<file path="config.mk">
export PLATFORM = sky130hd
export DESIGN_NAME = sram_1rw_req_ctrl
export DESIGN_NICKNAME = d
export VERILOG_FILES = /design/src/rtl/sram_1rw_req_ctrl.sv
export SDC_FILE = /design/constraint.sdc
export NUM_CORES = 1
export LEC_CHECK = 0
export BUFFER_PORTS_ARGS = -buffer_cell sky130_fd_sc_hd__buf_4
export CORE_UTILIZATION = 60
export CTS_BUF_LIST = sky130_fd_sc_hd__clkbuf_8
export CTS_CLUSTER_DIAMETER = 30
export DETAILED_ROUTE_END_ITERATION = 8
export PLACE_DENSITY = 0.94
export SYNTH_ARGS = -nofsm -noshare
export SYNTH_HDL_FRONTEND = slang
export SYNTH_SLANG_ARGS = --single-unit
</file>
<file path="constraint.sdc">
create_clock -name clk0 -period 5.9 [get_ports clk0]
set_clock_uncertainty 0.1 [all_clocks]
set_input_delay 0.295 -clock clk0 [delete_from_list [all_inputs] [get_ports clk0]]
set_output_delay 0.295 -clock clk0 [all_outputs]
set_load 0.02 [all_outputs]
</file>
<file path="src/rtl/sram_1rw_req_ctrl.sv">
// sram_1rw_req_ctrl: registered 1RW macro request stage with credit-gated response FIFO
module sram_1rw_req_ctrl #(
    parameter int DATA_WIDTH = 2,
    parameter int ADDR_WIDTH = 4,
    parameter int RSP_DEPTH  = 4
) (
    input  logic                  clk0,
    input  logic                  rst0_n,
    input  logic                  req_valid,
    output logic                  req_ready,
    input  logic                  req_we,
    input  logic [ADDR_WIDTH-1:0] req_addr,
    input  logic [DATA_WIDTH-1:0] req_wdata,
    output logic                  rsp_valid,
    input  logic                  rsp_ready,
    output logic [DATA_WIDTH-1:0] rsp_rdata,
    output logic                  csb0,
    output logic                  web0,
    output logic [ADDR_WIDTH-1:0] addr0,
    output logic [DATA_WIDTH-1:0] din0,
    input  logic [DATA_WIDTH-1:0] dout0
);
    localparam int PW = $clog2(RSP_DEPTH);
    logic                  rd_i;
    logic                  rd_m;
    logic [PW:0]           wr_ptr;
    logic [PW:0]           rd_ptr;
    logic [PW:0]           fifo_count;
    logic [PW+1:0]         credits;
    logic [DATA_WIDTH-1:0] mem [RSP_DEPTH];
    logic                  accept;
    logic                  push;
    logic                  pop;
    assign fifo_count = wr_ptr - rd_ptr;
    assign credits    = (PW+2)'(RSP_DEPTH) - {1'b0, fifo_count} - (PW+2)'(rd_i) - (PW+2)'(rd_m);
    assign req_ready  = credits != '0;
    assign accept     = req_valid && req_ready;
    assign push       = rd_m;
    assign rsp_valid  = wr_ptr != rd_ptr;
    assign pop        = rsp_valid && rsp_ready;
    assign rsp_rdata  = mem[rd_ptr[PW-1:0]];
    always_ff @(posedge clk0 or negedge rst0_n) begin
        if (!rst0_n) begin
            csb0   <= 1'b1;
            web0   <= 1'b1;
            addr0  <= '0;
            din0   <= '0;
            rd_i   <= 1'b0;
            rd_m   <= 1'b0;
            wr_ptr <= '0;
            rd_ptr <= '0;
        end else begin
            csb0   <= !accept;
            web0   <= !(accept && req_we);
            addr0  <= accept ? req_addr : addr0;
            din0   <= accept ? req_wdata : din0;
            rd_i   <= accept && !req_we;
            rd_m   <= rd_i;
            wr_ptr <= push ? wr_ptr + (PW+1)'(1) : wr_ptr;
            rd_ptr <= pop ? rd_ptr + (PW+1)'(1) : rd_ptr;
        end
    end
    always_ff @(posedge clk0 or negedge rst0_n) begin
        if (!rst0_n) begin
            for (int i = 0; i < RSP_DEPTH; i++) mem[i] <= '0;
        end else if (push) begin
            mem[wr_ptr[PW-1:0]] <= dout0;
        end
    end
endmodule

</file>
# Word-level counts from Yosys, hierarchy flattened
# Cells that the tools add are included.
# word_totals
ff_bits,24
latch_bits,0
mem_bits_rw,0
rom_bits,0
in_bits,13
out_inout_bits,12
elab_cells,39
n_memories,0
# classes
add_sub_neg,6
multipliers,0
n_div,0
magnitude_cmp,3
eq_ne,1
n_shift,0
n_mux,6
n_bitwise,2
n_reduce_logical,9
# ops
op,n
$bwmux W8,1
$sub A4 B1 Y4,2
$add A3 B1 Y3 const B,2
$ge A3 B3 Y1 const B,2
$mux W2,3
$not A2 Y3,2
$logic_and A1 B1 Y1,5
$bmux W2 S2,1
$demux W2 S2,1
$reduce_bool A4 Y1,1
$sub A3 B3 Y4 const A,1
$logic_not A1 Y1,3
$lt A3 B1 Y1 const B,1
$ne A3 B3 Y1,1
$sub A3 B3 Y3,1

# Depth between registers and ports, before layout
# Gate-level depths: netlist of run 1.
# depth
depth_word,8
depth_mapped,11
mapped_depth_nobuf,11

# Worst setup path before layout of run 1
# Ideal clock, no wire load.
# synth_timing
path_kind,flip-flop to flip-flop
start,register wr_ptr[0]
end,register addr0[0]
setup_time_ns,0.125
arrival_time_ns,3.109
required_time_ns,5.675
setup_slack_ns,2.566
path_stages_with_launch,12
path_buffers,0
period_less_slack_ns,3.334
path_cell_list,dfrtp_1 > inv_1 > ha_1 > fa_1 > inv_1 > ha_1 > inv_1 > ha_1 > fa_1 > or4b_4 > nand2_8 > mux2_4
# synth_between
elab_chain_len,6
# synth_rtl
item,line,source
from (decl),26,logic [PW:0] wr_ptr;
from (signal assigned),59,wr_ptr <= push ? wr_ptr + (PW+1)'(1) : wr_ptr;
$sub A3 B3 Y3,34,assign fifo_count = wr_ptr - rd_ptr;
$sub A3 B3 Y4,35,"assign credits = (PW+2)'(RSP_DEPTH) - {1'b0, fifo_count} - (PW+2)'(rd_i) - (PW+2)'(rd_m);"
$sub A4 B1 Y4 (2 in a row),35,
$reduce_bool A4 Y1,36,assign req_ready = credits != '0;
named net req_ready,10,"output logic req_ready,"
$logic_and A1 B1 Y1,37,assign accept = req_valid && req_ready;
to (signal assigned),55,addr0 <= accept ? req_addr : addr0;
to (decl),19,"output logic [ADDR_WIDTH-1:0] addr0,"
# The timed path passes the listed nets, and every way through them passes these cells.
# A chain may end at the register's enable or synchronous reset.

# Worst setup path in the final report of run 1
# layout_timing
start,register wr_ptr[0]
end,output port req_ready
# layout_between
elab_chain_len,5
# layout_rtl
item,line
$sub A3 B3 Y3,34
$sub A3 B3 Y4,35
$sub A4 B1 Y4 (2 in a row),35
$reduce_bool A4 Y1,36
to (decl),10
# Every way passes these cells.

==> out/results.txt, run 1 <==
Total number of vias - 764
Placed cells - 134
Clock Sinks - 24
Layout fillers - 102
Achievable Freq - 272.1 MHz
CTS Hold Bufs - 1
CTS buffer count - 3
Max-slew headroom - 74.83%
Layout cell share with drive strength beyond 1 - 43.86%
Die Y - 46.77 um
Synth-to-layout area growth - 24.04%
Die area - 0.002187 sq mm
Starting Density - 66.74%
Final Non-Filler Cells - 139
Clock latency on the worst-skew pair - 0.27 ns
CTS Buffer Depth - 2
N_diodes - 0
Synth warnings - 0
Number of global-route vias before repair - 859
Crit. End Element - output pin
Final setup viols - 0
Syn_nets - 112
Fin crit period - 3.675 ns
WL per Instance - 18.22 um
Setup ws final - 2.225 ns
Slew @ Worst Pin - 0.3736 ns
Antenna violations before repair - 0
Post-synthesis register bit count - 24
Die Wd - 46.77 um
Pin count of the biggest net entering global routing - 25
Pre-CTS setup slack - 2.463 ns
Syn avg cell area - 13.98 sq um
GP Congestion - 0.8259
Port-buffer cells - 24
Root Buffer - clkbuf_8
First-pass GRT wire length - 4036 um
Worst-path fanout max - 4
Hold Path Class - input pin to register
Worst Setup SP - wr_ptr[0]
TritonCTS clock tree - yes
WP data arrival - 3.28 ns
Status - finished, final reports clean
Rows - 15
GRT overflow - 0
Gr usage total - 28.73%
I/O pin cnt - 25
Cts repair resizes - 0
Core area - 0.001802 sq mm
Sum Neg Setup Slack - 0 ns
DRT Pass-1 Iters - 4
Syn Inst Count - 86
Post-route ant nets - 0
Final wirelength - 2533 um
H-tree levels - 1
Mapped Area - 0.001202 sq mm
Crit share post-route - 62.29%
Post-DP HPWL - 1781 um
Number of library cell types mapped by synthesis - 20
CP required - 5.51 ns
Clk pin slew, worst setup/hold paths - 0.08 ns
Critical path class - register to output pin
Final hold vios - 0
Max Cap Violations - 0
Hold_sp - req_we
Register area share after synthesis - 50.16%
RSZ-0062 raised after global routing - no
Vias per cell - 5.496
Critical path startpoint category - register
Nets - 141
Final Slew Violations - 0
Initial DRC Count - 25
Drt drc - 0
Post-CTS Setup Bufs - 0
RR Startpoint - wr_ptr[0]
## logic make-up after synthesis
group | share of synthesized area [%]
DFF | 50.16
buffers and inverters | 3.121
AOI/OAI and AO/OA | 2.705
xor gates and xnor gates | 3.643
muxes | 19.67
adders and majority gates | 14.78
and+or+nand+nor | 5.931
## synthesized netlist by cell type
library cell / count / area [sq um]
nand2_8: 1 / 20.02
a21oi_1: 2 / 10.01
nand3_1: 1 / 5.000
mux2_4: 6 / 90.09
or4b_4: 1 / 13.76
mux2_2: 9 / 101.4
fa_1: 2 / 40.04
dfrtp_1: 22 / 550.5
clkbuf_1: 1 / 3.750
a31oi_1: 2 / 12.51
xnor2_1: 3 / 26.28
nand2_1: 6 / 22.52
o21ai_0: 2 / 10.01
xor2_1: 2 / 17.52
ha_1: 11 / 137.6
nor2_1: 1 / 3.750
mux4_2: 2 / 45.04
inv_1: 9 / 33.78
dfstp_2: 2 / 52.55
or2_2: 1 / 6.260
## critical path, stage by stage (launching register included)
cell and delay, ns:
dfrtp_1 0.42, inv_1 0.12, ha_1 0.23, fa_1 0.48, inv_1 0.04, ha_1 0.26, inv_1 0.04, ha_1 0.20
fa_1 0.44, or4b_4 0.59, buf_4 0.19
## final cells by class
| cell class | count | area (sq um) | area share [%] |
|---|---|---|---|
| clock buffer | 3 | 41.29 | 2.768 |
| multi-input combinational | 52 | 561.8 | 37.67 |
| clock inverter | 1 | 30.03 | 2.013 |
| sequential | 24 | 603.1 | 40.44 |
| inverter | 9 | 33.78 | 2.265 |
| timing repair buffer | 25 | 190.2 | 12.75 |
| tap | 25 | 31.28 | 2.097 |
## path summary, 6_finish.rpt
path | slack [ns] | cells past startpoint | end
worst max-delay path | 2.22 | 10 | req_ready
worst min-delay path | 0.07 | 2 | web0
worst max register to register | 2.41 | 11 | addr0[3]
worst min register to register | 0.33 | 0 | push
max in group asynchronous | 5.07 | 2 | web0
min in group asynchronous | 0.34 | 2 | mem[7]
## metrics by stage
| step | util (%) | cell area, sq um | hold slack (ns) |
|---|---|---|---|
| floorplan | - | 1202 | -0.1006 |
| global placement | 78.26 | 1410 | 0.1045 |
| detailed placement | 78.26 | 1410 | 0.1039 |
| CTS | 82.78 | 1491 | 0.07861 |
| global route | 82.78 | 1491 | 0.07609 |
| finish | 82.78 | 1491 | 0.07300 |
## layer usage
layer  share of wire, %  track usage, %  vias up  routed length, um
met3                5.3           5.385       10                134
li1                   -               -      345                  -
met2                 53           51.11       32               1330
met1                 39           32.56      377                983
met5                  0               0        -                  0
met4                3.4           15.43        0                 85
## registers in the layout, indices dropped and copies added (netlist names)
register / cells
mem: 8
web0: 1
push: 1
csb0: 1
wr_ptr: 3
addr0: 4
rd_ptr: 3
din0: 2
rd_i: 1
## cell usage in the layout, fill, tap and decap left out, types with 3 or more instances in the layout
cell | Yosys | final
buf_4 | 0 | 24
clkbuf_8 | 0 | 3
dfrtp_1 | 22 | 22
ha_1 | 11 | 11
inv_1 | 9 | 9
mux2_2 | 9 | 9
mux2_4 | 6 | 6
nand2_1 | 6 | 6
xnor2_1 | 3 | 3
Power of run 1 is left out: the tool's default activity adds up to more than one toggle a clock period on the data nets, which glitch-free logic cannot reach.
==> run 2, diff against run 1 <==
- ABC_AREA: default -> 1
- CORE_UTILIZATION: 60 -> 56
- PLACE_DENSITY: 0.94 -> 0.89
- clock period: 5.9 -> 3.56 ns (I/O delays scaled with it)
==> run 2 against run 1 <==
Compared with the run above:
- global-route usage down 6.6 points
- via count up 21%
- cell count up 32%
- critical path depth up 1
- wire length down 11%
- core utilization down 6.9 points
- first-iteration DRC count down 40%
- synthesized cell count up 49%
- synthesized area up 1.8%
- non-clock buffer count up 1
- critical endpoint unchanged
==> out/results.txt, run 2 <==
Status - finished, final reports clean (unchanged)
Number of global-route vias before repair - 947 (was 859)
Final setup viols - 0 (unchanged)
Sum Neg Setup Slack - 0 ns (unchanged)
H-tree levels - 1 (unchanged)
Largest cells by area after synthesis - dfrtp_1 45%, ha_1 11%, nand2_1 10% (was dfrtp_1 46%, ha_1 11%, mux2_2 8.4%)
Peak VDD IR - 0.9160 mV
Register area share after synthesis - 49.28% (was 50.16%)
Post-DP HPWL - 1730 um (was 1781 um)
Total number of vias - 927 (was 764)
Post-route ant nets - 0 (unchanged)
Number of flip-flops in the largest register - 8 (unchanged)
WL per Instance - 12.31 um (was 18.22 um)
Fin crit period - 3.285 ns
Rows - 16 (was 15)
Die Wd - 48.75 um (was 46.77 um)
Final wirelength - 2253 um (was 2533 um)
Syn avg cell area - 9.560 sq um (was 13.98 sq um)
Yosys top cell by area - dfrtp_1 (unchanged)
Compound-Gate Fraction of Synth Area - 6.339% (was 2.706%)
Pin count of the biggest net entering global routing - 25 (unchanged)
Port-buffer cells - 24 (unchanged)
RSZ-0062 raised after global routing - no (unchanged)
I/O pin cnt - 25 (unchanged)
Number of library cell types mapped by synthesis - 18 (was 20)
Main synth FF type - dfrtp_1 (unchanged)
Commonest non-fill, non-tap cell in the layout - nand2_1 (was buf_4)
Slew @ Worst Pin - 0.2978 ns (was 0.3736 ns)
Post-synthesis register bit count - 24 (unchanged)
TritonCTS clock tree - yes (unchanged)
Register Area - 603.1 sq um (unchanged)
Xor/xnor share of the synthesized area - 2.863% (was 3.642%)
Achievable Freq - 304.4 MHz
CP required - 3.28 ns (was 5.51 ns)
Gr usage total - 22.15% (was 28.73%)
Crit share post-route - 92.27%
Clock Sinks - 24 (unchanged)
Max Cap Violations - 0 (unchanged)
GP Congestion - 0.8337 (was 0.8259)
Worst hold slack - 0.03115 ns (was 0.07300 ns)
Crit. End Element - output pin (unchanged)
Simple-gate share of the synthesized area - 21.57% (was 5.931%)
Nets - 183 (was 141)
Die Y - 48.75 um (was 46.77 um)
Mapped Area - 0.001224 sq mm (was 0.001202 sq mm)
Max-slew headroom - 80.14% (was 74.83%)
Syn Inst Count - 128 (was 86)
Core area - 0.002002 sq mm (was 0.001802 sq mm)
Layout fillers - 136 (was 102)
Critical path class - register to output pin (unchanged)
WP data arrival - 3.01 ns (was 3.28 ns)
Die area - 0.002376 sq mm (was 0.002187 sq mm)
Main combinational cell family by area after synthesis - simple AND/OR/NAND/NOR gates (was multiplexers)
Pwr dens - 1176 mW/mm^2
Final Util - 75.88% (was 82.78%)
Clock latency on the worst-skew pair - 0.27 ns (about the same)
Multiplexer area fraction after synthesis - 0% (was 19.67%)
CTS buffer count - 3 (unchanged)
Drt drc - 0 (unchanged)
GRT overflow - 0 (unchanged)
Hold Path Class - input pin to register (unchanged)
Antenna violations before repair - 0 (unchanged)
Worst-path fanout max - 9 (was 4)
DRT Pass-1 Iters - 4 (unchanged)
Synth-to-layout area growth - 24.13% (was 24.04%)
Pleak - 0.8147 nW
Post-synth top area share - 44.99% (was 45.79%)
Biggest regs - mem (8), addr0 (4) (unchanged)
Critical path startpoint category - register (unchanged)
Multi-input combinational cell area - 554.3 sq um (was 561.8 sq um)
Initial DRC Count - 15 (was 25)
Synth warnings - 0 (unchanged)
Post-synth EDFFs - 0 (unchanged)
Layout cell share with drive strength beyond 1 - 23.08% (was 43.86%)
Final hold vios - 0 (unchanged)
Post-CTS Setup Bufs - 0 (unchanged)
Starting Density - 61.13% (was 66.74%)
N_diodes - 0 (unchanged)
Commonest non-fill, non-tap cells in the layout - 34 x nand2_1, 24 x buf_4, 22 x dfrtp_1, 15 x inv_1, 13 x o21ai_0 (was 24 x buf_4, 22 x dfrtp_1, 11 x ha_1, 9 x inv_1, 9 x mux2_2)
Commonest cells post-synth - 34 x nand2_1, 22 x dfrtp_1, 15 x inv_1 (was 22 x dfrtp_1, 11 x ha_1, 9 x inv_1, 9 x mux2_2)
Biggest register - mem (unchanged)
Vias per cell - 5.066 (was 5.496)
Cell with the most instances after synthesis - nand2_1 (was dfrtp_1)
Clk pin slew, worst setup/hold paths - 0.09 ns (was 0.08 ns)
CTS Buffer Depth - 2 (unchanged)
Root Buffer - clkbuf_8 (unchanged)
Final Slew Violations - 0 (unchanged)
Async SR Flop Fraction - 100.0% (unchanged)
First-pass GRT wire length - 3974 um (was 4036 um)
Syn_nets - 154 (was 112)
Adder-cell share of the synthesized area - 14.52% (was 14.78%)
-- run 2: cell count changes after synthesis, moves of 2 or more --
cell,previous run,this run
nand2_1,6,34
o21ai_0,2,13
mux2_2,9,0
nand3_1,1,10
inv_1,9,15
mux2_4,6,0
nor2_1,1,5
a21oi_1,2,0
a31oi_1,2,0
buf_2,0,2
mux4_2,2,0
nand2_2,0,2
o22ai_1,0,2
xnor2_1,3,1
-- run 2: layer usage --
layer / track usage [%] / wire (um)
met1: 25.00 / 976
met3: 4.403 / 99
met4: 9.804 / 35
met2: 40.05 / 1142
met5: 0 / 0
-- run 2: what timing repair did --
item	in CTS	in global routing
hold buffers	2	0
gates resized for setup	0	0
endpoints found under the hold margin	26	0
-- run 2: worst max-delay path: stages, from the launching register on --
cell	delay, ns
dfrtp_1	0.43
inv_1	0.10
ha_1	0.22
fa_1	0.48
inv_1	0.05
ha_1	0.27
inv_1	0.04
ha_1	0.20
fa_1	0.45
nor2_2	0.16
nand3b_4	0.15
buf_4	0.19
-- run 2: final cells by class --
type / count / area share [%]
Timing Repair Buffer: 26 / 13.18
Clock inverter: 1 / 1.977
Sequential cell: 24 / 39.70
Inverter: 15 / 3.707
Multi-Input combinational cell: 87 / 36.49
Clock buffer: 3 / 2.718
Tap cell: 27 / 2.224
-- run 2: through the flow --
step           setup slack (ns)  cell area (sq um)  cells  total power, mW
2_1_floorplan            0.7554               1224    128            1.248
3_5_place_dp             0.5755               1428    177            1.559
3_3_place_gp             0.6669               1428    177            1.497
4_1_cts                  0.2593               1519    183            1.808
5_1_grt                  0.1236               1519    183            1.961
6_report                 0.2753               1519    183            1.786
-- run 2: cell families (layout without fill, tap and decap cells) --
group	after synthesis	in the layout
AND/OR/NAND/NOR	55	55
flip-flops	24	24
buffers and inverters	17	45
AO/OA/AOI/OAI	15	15
adder cells (fa/ha/maj)	13	13
XOR/XNOR	4	4
-- run 2: where the power goes --
part           internal [mW]  leakage (nW)  switching [mW]
registers              0.417         0.290           0.110
clock network          0.150        0.0357          0.0876
logic                  0.439         0.489           0.582
total                   1.01         0.815           0.779
-- run 2: worst paths after layout --
path	to	cells past startpoint	slack [ns]	startpoint
max	req_ready	11	0.28	wr_ptr[0]
min	csb0	2	0.03	req_valid
max reg2reg	addr0[3]	13	0.60	wr_ptr[0]
min reg2reg	push	0	0.29	rd_i
max in group asynchronous	web0	2	2.84	rst0_n
min in group asynchronous	rd_ptr[1]	2	0.23	rst0_n
(Power assumes the default switching activity.)
==> run 3, diff against run 2 <==
- BUFFER_PORTS_ARGS: -buffer_cell sky130_fd_sc_hd__buf_4 -> -buffer_cell sky130_fd_sc_hd__buf_2
- CELL_PAD_IN_SITES_DETAIL_PLACEMENT: default -> 1
- CELL_PAD_IN_SITES_GLOBAL_PLACEMENT: default -> 2
- CORE_UTILIZATION: 56 -> 34
- PLACE_DENSITY: 0.89 -> 0.88
==> run 3 against run 2 <==
Compared with the run above:
- first-iteration DRC count increased by 110%
- largest cell class unchanged
- largest power group unchanged
- fmax increased by 1.2%
- cell area decreased by 3.5%
- total power decreased by 6.4%
- hold slack improved by 0.0047 ns
==> out/results.txt, run 3 (synthesis gave the netlist of run 2 again) <==
Hold Path Class - input pin to register (unchanged)
Synth-to-layout area growth - 19.84% (was 24.13%)
DRT Pass-1 Iters - 3 (was 4)
Starting Density - 36.10% (was 61.13%)
Pwr dens - 1139 mW/mm^2 (was 1176 mW/mm^2)
Peak VDD IR - 0.5893 mV (was 0.9160 mV)
Gr usage total - 15.63% (was 22.15%)
Core area - 0.003390 sq mm (was 0.002002 sq mm)
Drt drc - 0 (unchanged)
Critical path startpoint category - register (unchanged)
Nets - 183 (unchanged)
Antenna violations before repair - 0 (unchanged)
Final Cell Area - 0.001466 sq mm (was 0.001519 sq mm)
Max Cap Violations - 0 (unchanged)
Pre-CTS setup slack - 0.5763 ns (was 0.5755 ns)
CTS buffer count - 3 (unchanged)
Number of flip-flops in the largest register - 8 (unchanged)
RSZ-0062 raised after global routing - no (unchanged)
Fin crit period - 3.245 ns (was 3.285 ns)
Logic pwr share - 57.6% (was 57.1%)
First-pass GRT wire length - 4257 um (was 3974 um)
Root Buffer - clkbuf_8 (unchanged)
Die Y - 61.99 um (was 48.75 um)
Achievable Freq - 308.2 MHz (was 304.4 MHz)
Clock latency on the worst-skew pair - 0.27 ns (about the same)
RR Endpoint - addr0[1] (was addr0[3])
Post-DP HPWL - 1981 um (was 1730 um)
Port-buffer cells - 24 (unchanged)
Hold depth - 3 (was 2)
WL per Instance - 12.26 um (was 12.31 um)
Die Wd - 61.99 um (was 48.75 um)
Commonest non-fill, non-tap cell in the layout - nand2_1 (unchanged)
H-tree levels - 1 (unchanged)
Post-route ant nets - 0 (unchanged)
Status - finished, final reports clean (unchanged)
Die area - 0.003843 sq mm (was 0.002376 sq mm)
Final setup viols - 0 (unchanged)
Dpl cell area - 0.001391 sq mm (was 0.001428 sq mm)
Reg2reg path depth - 13 (unchanged)
Cts repair resizes - 0 (unchanged)
Worst-path fanout max - 9 (unchanged)
R2R setup slack - 0.65 ns (was 0.60 ns)
CP required - 3.28 ns (about the same)
Layout fillers - 402 (was 136)
Commonest non-fill, non-tap cells in the layout - 34 x nand2_1, 24 x buf_2, 22 x dfrtp_1, 15 x inv_1, 13 x o21ai_0 (was 34 x nand2_1, 24 x buf_4, 22 x dfrtp_1, 15 x inv_1, 13 x o21ai_0)
Sum Neg Setup Slack - 0 ns (unchanged)
CTS Buffer Depth - 2 (unchanged)
Hold_sp - req_addr[2] (was req_valid)
Layout cell share with drive strength beyond 1 - 23.08% (unchanged)
Flop pwr share - 31.2% (was 29.5%)
Final Slew Violations - 0 (unchanged)
Biggest register - mem (unchanged)
I/O pin cnt - 25 (unchanged)
Biggest regs - mem (8), addr0 (4) (unchanged)
Number of global-route vias before repair - 995 (was 947)
Final wirelength - 2476 um (was 2253 um)
Clock share of power - 11.1% (was 13.3%)
TritonCTS clock tree - yes (unchanged)
GP Congestion - 0.7659 (was 0.8337)
Slew @ Worst Pin - 0.5428 ns (was 0.2978 ns)
Max-slew headroom - 63.81% (was 80.14%)
Pleak - 0.7859 nW (was 0.8147 nW)
Setup ws final - 0.3151 ns (was 0.2753 ns)
Vias per cell - 4.683 (was 5.066)
GRT overflow - 0 (unchanged)
Pin count of the biggest net entering global routing - 25 (unchanged)
Initial DRC Count - 32 (was 15)
WP data arrival - 2.97 ns (was 3.01 ns)
Critical path class - register to output pin (unchanged)
Rows - 21 (was 16)
Power Internal - 899.7 uW (was 1.006 mW)
Worst Hold Endpoint - addr0[2] (was csb0)
Total number of vias - 946 (was 927)
N_diodes - 0 (unchanged)
Final hold vios - 0 (unchanged)
RR Startpoint - wr_ptr[0] (unchanged)
Sw frac - 46.15% (was 43.64%)
Worst hold slack - 0.03584 ns (was 0.03115 ns)
Crit. End Element - output pin (unchanged)
Clk pin slew, worst setup/hold paths - 0.08 ns (was 0.09 ns)
Switching power - 771.1 uW (was 779.5 uW)
Crit share post-route - 91.15% (was 92.27%)
Clock Sinks - 24 (unchanged)
[run 3: repair_timing]
| action | CTS | global route |
|---|---|---|
| setup buffers | 0 | 0 |
| endpoints found under the setup margin | 0 | 0 |
| hold buffers | 2 | 0 |
| hold endpoints to repair | 24 | 0 |
[run 3: how the worst max path moves through the flow]
stage	from	depth (start not counted)	slack (ns)	to
2_1_floorplan	wr_ptr[0]	13	0.76	addr0[0]
3_3_place_gp	wr_ptr[0]	11	0.66	req_ready
6_report	wr_ptr[0]	11	0.32	req_ready
5_1_grt	wr_ptr[0]	11	0.14	req_ready
3_5_place_dp	wr_ptr[0]	11	0.58	req_ready
4_1_cts	wr_ptr[0]	11	0.26	req_ready
[run 3: per-stage QoR]
stage	total power [mW]	instances	util, %
2_1_floorplan	1.248	128	-
3_3_place_gp	1.453	196	41.05
3_5_place_dp	1.522	196	41.05
4_1_cts	1.720	202	43.26
5_1_grt	1.857	202	43.26
6_report	1.671	202	43.26
[run 3: per-layer routing]
metal  vias up  share of wire [%]  GRT usage [%]
met5         -                  0              0
met4         0                2.3          7.619
met3         5                3.8          2.484
met2        24                 53          28.42
met1       457                 41          17.65
li1        460                  -              -
[run 3: layout make-up]
| cell class | count | area, sq um | share of cell area, % |
|---|---|---|---|
| Tap cell | 46 | 57.56 | 3.925 |
| Sequential cell | 24 | 603.1 | 41.13 |
| Timing Repair Buffer | 26 | 140.1 | 9.556 |
| Inverter | 15 | 56.30 | 3.840 |
| Multi-Input combinational cell | 87 | 554.3 | 37.80 |
| Clock buffer | 4 | 55.05 | 3.754 |
[run 3: power groups by stage]
stage	sequential (mW)	combinational [mW]	clock (mW)
3_3_place_gp	0.523	0.931	0
5_1_grt	0.545	1.11	0.204
3_5_place_dp	0.532	0.991	0
6_report	0.522	0.963	0.186
4_1_cts	0.527	0.999	0.194
2_1_floorplan	0.552	0.695	0
[run 3: critical path, stage by stage (launching register included)]
cell	delay, ns
dfrtp_1	0.41
inv_1	0.10
ha_1	0.21
fa_1	0.48
inv_1	0.04
ha_1	0.27
inv_1	0.04
ha_1	0.19
fa_1	0.45
nor2_2	0.16
nand3b_4	0.15
buf_2	0.19
